**src/rtl/sound_out_stage.sv**
```systemverilog
// Mixer output stage: box-car decimation, one-pole DC blocker, ramped mute gain, 16-bit saturation.
// Latency 3 cycles from the final strobe of a group; no backpressure, out_valid is a one-cycle pulse.
module sound_out_stage #(
  parameter int DECIM_LOG2 = 2,
  parameter int DC_SHIFT   = 8,
  parameter int RAMP_STEP  = 1
) (
  input  logic               clk_sys,
  input  logic               reset_n,
  input  logic signed [15:0] sample_in,
  input  logic               ce_in,
  input  logic               dc_en,
  input  logic               mute,
  output logic signed [15:0] sample_out,
  output logic               out_valid,
  output logic               clip
);

  localparam int AW = 16 + DECIM_LOG2;
  localparam logic [DECIM_LOG2-1:0] CNT_LAST = '1;
  localparam logic [9:0] STEP = 10'(RAMP_STEP);

  logic signed [AW-1:0]     acc;
  logic signed [AW-1:0]     acc_sum;
  logic [DECIM_LOG2-1:0]    cnt;
  logic signed [15:0]       avg;
  logic                     s1_v;

  logic signed [15:0]       xp;
  logic signed [15:0]       yp;
  logic signed [18:0]       y;
  logic signed [15:0]       ysat;
  logic                     y_clip;
  logic signed [15:0]       dcout;
  logic                     clipf;
  logic                     s2_v;

  logic [8:0]               gain;
  logic [9:0]               gain_ext;
  logic [9:0]               gain_up;
  logic [9:0]               gain_nxt;
  logic signed [25:0]       prod;

  assign acc_sum = acc + {{DECIM_LOG2{sample_in[15]}}, sample_in};

  // 19 bits hold the worst case of avg - xp + yp - (yp >>> DC_SHIFT) without wrap
  assign y = 19'(avg) - 19'(xp) + 19'(yp) - 19'(yp >>> DC_SHIFT);

  always_comb begin
    ysat   = y[15:0];
    y_clip = 1'b0;
    if (y > 19'sd32767) begin
      ysat   = 16'sh7fff;
      y_clip = 1'b1;
    end else if (y < -19'sd32768) begin
      ysat   = 16'sh8000;
      y_clip = 1'b1;
    end
  end

  // gain is 0..256, so the product shifted down by 8 always fits in 16 bits
  assign prod     = 26'(dcout) * 26'($signed({1'b0, gain}));
  assign gain_ext = {1'b0, gain};
  assign gain_up  = gain_ext + STEP;

  always_comb begin
    gain_nxt = gain_ext;
    if (mute) begin
      gain_nxt = (gain_ext < STEP) ? 10'd0 : gain_ext - STEP;
    end else begin
      gain_nxt = (gain_up > 10'd256) ? 10'd256 : gain_up;
    end
  end

  always_ff @(posedge clk_sys or negedge reset_n) begin
    if (!reset_n) begin
      acc        <= '0;
      cnt        <= '0;
      avg        <= '0;
      s1_v       <= 1'b0;
      xp         <= '0;
      yp         <= '0;
      dcout      <= '0;
      clipf      <= 1'b0;
      s2_v       <= 1'b0;
      gain       <= '0;
      sample_out <= '0;
      out_valid  <= 1'b0;
      clip       <= 1'b0;
    end else begin
      s1_v      <= 1'b0;
      s2_v      <= 1'b0;
      out_valid <= 1'b0;

      if (ce_in) begin
        if (cnt == CNT_LAST) begin
          avg  <= 16'(acc_sum >>> DECIM_LOG2);
          acc  <= '0;
          cnt  <= '0;
          s1_v <= 1'b1;
        end else begin
          acc <= acc_sum;
          cnt <= cnt + DECIM_LOG2'(1);
        end
      end

      // filter state tracks the stream even in passthrough so enabling it is glitch-free
      if (s1_v) begin
        xp    <= avg;
        yp    <= ysat;
        dcout <= dc_en ? ysat : avg;
        clipf <= dc_en & y_clip;
        s2_v  <= 1'b1;
      end

      if (s2_v) begin
        sample_out <= 16'(prod >>> 8);
        clip       <= clipf;
        out_valid  <= 1'b1;
        gain       <= 9'(gain_nxt);
      end
    end
  end

endmodule

```
**config.mk**
```make
export PLATFORM = sky130hd
export DESIGN_NAME = sound_out_stage
export DESIGN_NICKNAME = d
export VERILOG_FILES = /design/src/rtl/sound_out_stage.sv
export SDC_FILE = /design/constraint.sdc
export NUM_CORES = 1
export LEC_CHECK = 0
export ABC_AREA = 0
export CAP_MARGIN = 20
export CORE_MARGIN = 2
export CORE_UTILIZATION = 40
export CTS_CLUSTER_SIZE = 40
export DETAILED_ROUTE_END_ITERATION = 7
export GPL_TIMING_DRIVEN = 0
export MAX_ROUTING_LAYER = met4
export PLACE_DENSITY = 0.66
export SYNTH_ARGS = -nofsm -noshare
export SYNTH_HDL_FRONTEND = slang
export SYNTH_SLANG_ARGS = --single-unit
```
**constraint.sdc**
```tcl
create_clock -name clk_sys -period 6.4 [get_ports clk_sys]
set_input_delay 1.28 -clock clk_sys [delete_from_list [all_inputs] [get_ports clk_sys]]
set_output_delay 1.28 -clock clk_sys [all_outputs]
set_load 0.1 [all_outputs]
```
==> impl_metrics.yaml <==
worst_setup_path:
  cp-start-kind: "flip-flop"
  critical_path_arrival_ns: 6.43
  crit_required_ns: 6.71
  critPathCaptureType: "flip-flop"
  critPathKind: "reg2reg"
  critPathMaxFanout: 10
sta:
  worst_hold_slack_ns: 0.386
  relSlewSlack_pct: 35.3
  tightest_slew_ns: 0.968
  fin_crit_ns: 6.11
  drv_slew: 0
  fin_skew_ns: 0.0159
  max_freq_mhz: 164
  worst_slack_ns: 0.285
  finalSetupViolations: 0
  finalCritPeriodShare_pct: 95.5
  finalHoldViolCount: 0
synth:
  yosys-top-cells-area: "fa_1 (24%), dfrtp_1 (23%), ha_1 (9.1%)"
  ys_ff_latch: 114
  synth_top_area_share_pct: 23.8
  yosysTopAreaCell: "fa_1"
  ys_warn_count: 0
  synth.distinct_cells: 79
  syn_area_mm2: 0.0123
  synth_flop_cell: "dfrtp_1"
  ys_seq_area_share_pct: 23.1
  avgSynthCellArea_um2: 9.36
  syn-num-nets: 1577
  async_reset_ff_share_pct: 100
  syn_inst: 1319
  synth_edf_count: 0
global_routing:
  grt.overflow.total: 0
  grt_antenna_before_repair: 0
  grt_pass1_wl_mm: 50.8
  grt_usage_pct: 20.2
  grt_max_degree: 90
  grt_pass1_vias: 9994
clock_tree:
  holdBufCountCts: 0
  clockBufferDepth: 2
  cts_buffers: 17
  cts_max_level: 4
  clock_latency_ns: 0.43
  cts-root-buf: "clkbuf_16"
  clk_pin_slew_worst_paths_ns: 0.06
  cts_tree: "done"
  clock-sinks: 114
routing:
  routedWlPerCell_um: 16.8
  vias_per_cell: 5.24
  vias: 9326
  antenna_left: 0
  drc: 0
  first_pass_iters: 5
  drtIter0Drc: 541
  drt_wl_total_mm: 29.9
layout:
  multiInputGateArea_mm2: 0.00838
  fill_cells: 2915
  fin_nets: 1630
  antennaDiodeCount: 0
  final_layout_size_suffix_gt1_share_pct: 8.16
  regArea_mm2: 0.00285
  syn_to_final_growth_pct: 12.0
worst_hold_path:
  hp-class: "reg2reg"
place:
  dp_slack_ns: -0.348
  hpwlAfterDp_mm: 23.5
  gp_congestion: 0.905
  portBuffers: 36
run_status:
  status: "finished clean"
floorplanning:
  die_y_um: 180
  start_util_pct: 40.5
  design.core.area_mm2: 0.0305
  num_rows: 64
  io-pin-count: 39
  die_w_um: 180
  die_area_mm2: 0.0323
flow_run:
  cap_violations: 0
-- area by class of cell --
class	instances	area share, %
plain buffers	59	1.94
clock buffers	20	3.23
clock inverters	12	0.959
inverters	227	6.16
multi-input cells	915	60.6
flip-flops and latches	114	20.6
well taps	396	3.58
repair buffers	38	2.87
-- per-layer routing --
layer / vias up / part of all wire (%) / wire [µm] / track usage, %
li1: 4412 / - / - / -
met1: 4642 / 45 / 13400 / 25.7
met2: 222 / 48 / 14400 / 33.2
met3: 50 / 4.9 / 1470 / 3.36
met4: 0 / 2.4 / 721 / 6.02
met5: - / 0 / 0 / -
-- critical path, stage by stage, from the launching register on --
cell and delay, ns:
dfrtp_1 0.46, buf_2 0.29, clkbuf_4 0.28, nand2_1 0.09, fa_1 0.51, inv_1 0.06, fa_1 0.52, fa_1 0.44
fa_1 0.55, inv_1 0.06, fa_1 0.53, inv_1 0.05, ha_1 0.33, and3_1 0.23, a221oi_1 0.30, o211ai_1 0.13
buf_4 0.18, o22a_1 0.23, a31o_2 0.27, a21oi_1 0.17, xnor2_1 0.08, mux2_2 0.26
-- stage by stage --
step	cells	setup TNS, ns	util [%]	cell area [µm²]
final	1781	0	45.3	13800
after global routing	1781	-0.00711	45.3	13800
after CTS	1784	0	45.3	13800
after detailed placement	1752	-2.02	43.4	13200
after global placement	1751	-81.50	43.3	13200
after floorplan	1319	0	-	12300
-- kinds of logic after synthesis --
kind of cell    synth area share [%]
fa+ha+maj                       33.0
xor+xnor                        3.26
flops                           23.1
buf+inv                         9.01
compound gates                  14.2
mux                             3.14
simple gates                    14.3
-- path summary, 6_finish.rpt --
check,from,endpoint,slack (ns),cells past startpoint
min reg2reg,s2_v,out_valid,0.39,0
max in group asynchronous,reset_n,xp[11],4.95,2
min,s2_v,out_valid,0.39,0
max,gain[1],sample_out[9],0.29,21
min in group asynchronous,reset_n,sample_out[1],0.71,1
max reg2reg,gain[1],sample_out[9],0.29,21
-- repair_timing --
action	CTS	global route
pin swaps	1	0
resized for setup	5	20
gates cloned	0	0
endpoints found under the setup margin	9	9
setup buffers	1	0
-- state kept, by name, indices dropped and copies added (netlist names) --
name,cells
acc,18
avg,16
clip,1
clipf,1
cnt,2
dcout,16
gain,9
out_valid,1
s1_v,1
s2_v,1
sample_out,16
xp,16
yp,16
-- synth_stat cells (13+ instances only) --
cell / count
nand3_1: 15
o21ai_0: 56
and2_1: 84
nand2_1: 116
buf_1: 15
a21oi_1: 42
mux2_2: 30
clkbuf_1: 41
fa_1: 147
xnor2_1: 28
ha_1: 90
xor2_1: 18
inv_1: 227
o2bb2ai_1: 13
nor2_1: 67
nor3_1: 14
nor2b_1: 13
dfrtp_1: 114
-- layout by cell type (no fill, tap or decap), types with 6 or more instances in the layout --
| cell type | netlist | final |
|---|---|---|
| o21bai_1 | 6 | 6 |
| a22oi_1 | 7 | 7 |
| xnor2_1 | 28 | 28 |
| o2bb2ai_1 | 13 | 13 |
| clkdlybuf4s50_1 | 0 | 35 |
| buf_2 | 4 | 6 |
| a31oi_1 | 12 | 12 |
| buf_1 | 15 | 10 |
| mux2_2 | 30 | 30 |
| ha_1 | 90 | 90 |
| a221oi_1 | 11 | 11 |
| a21oi_1 | 42 | 42 |
| dfrtp_1 | 114 | 114 |
| nor3_1 | 14 | 14 |
| nor2_1 | 67 | 67 |
| a21o_1 | 10 | 10 |
| clkbuf_2 | 0 | 7 |
| o211ai_1 | 7 | 7 |
| and2_1 | 84 | 84 |
| nand2_1 | 116 | 116 |
| clkbuf_16 | 0 | 17 |
| nor2b_1 | 13 | 13 |
| clkbuf_1 | 41 | 32 |
| o21a_1 | 12 | 12 |
| nand3_1 | 15 | 15 |
| inv_1 | 227 | 227 |
| xor2_1 | 18 | 18 |
| o21ai_0 | 56 | 56 |
| or3_1 | 9 | 9 |
| fa_1 | 147 | 147 |
Power is left out: the tool's default activity adds up to more than one toggle a clock period on the data nets, which glitch-free logic cannot reach.
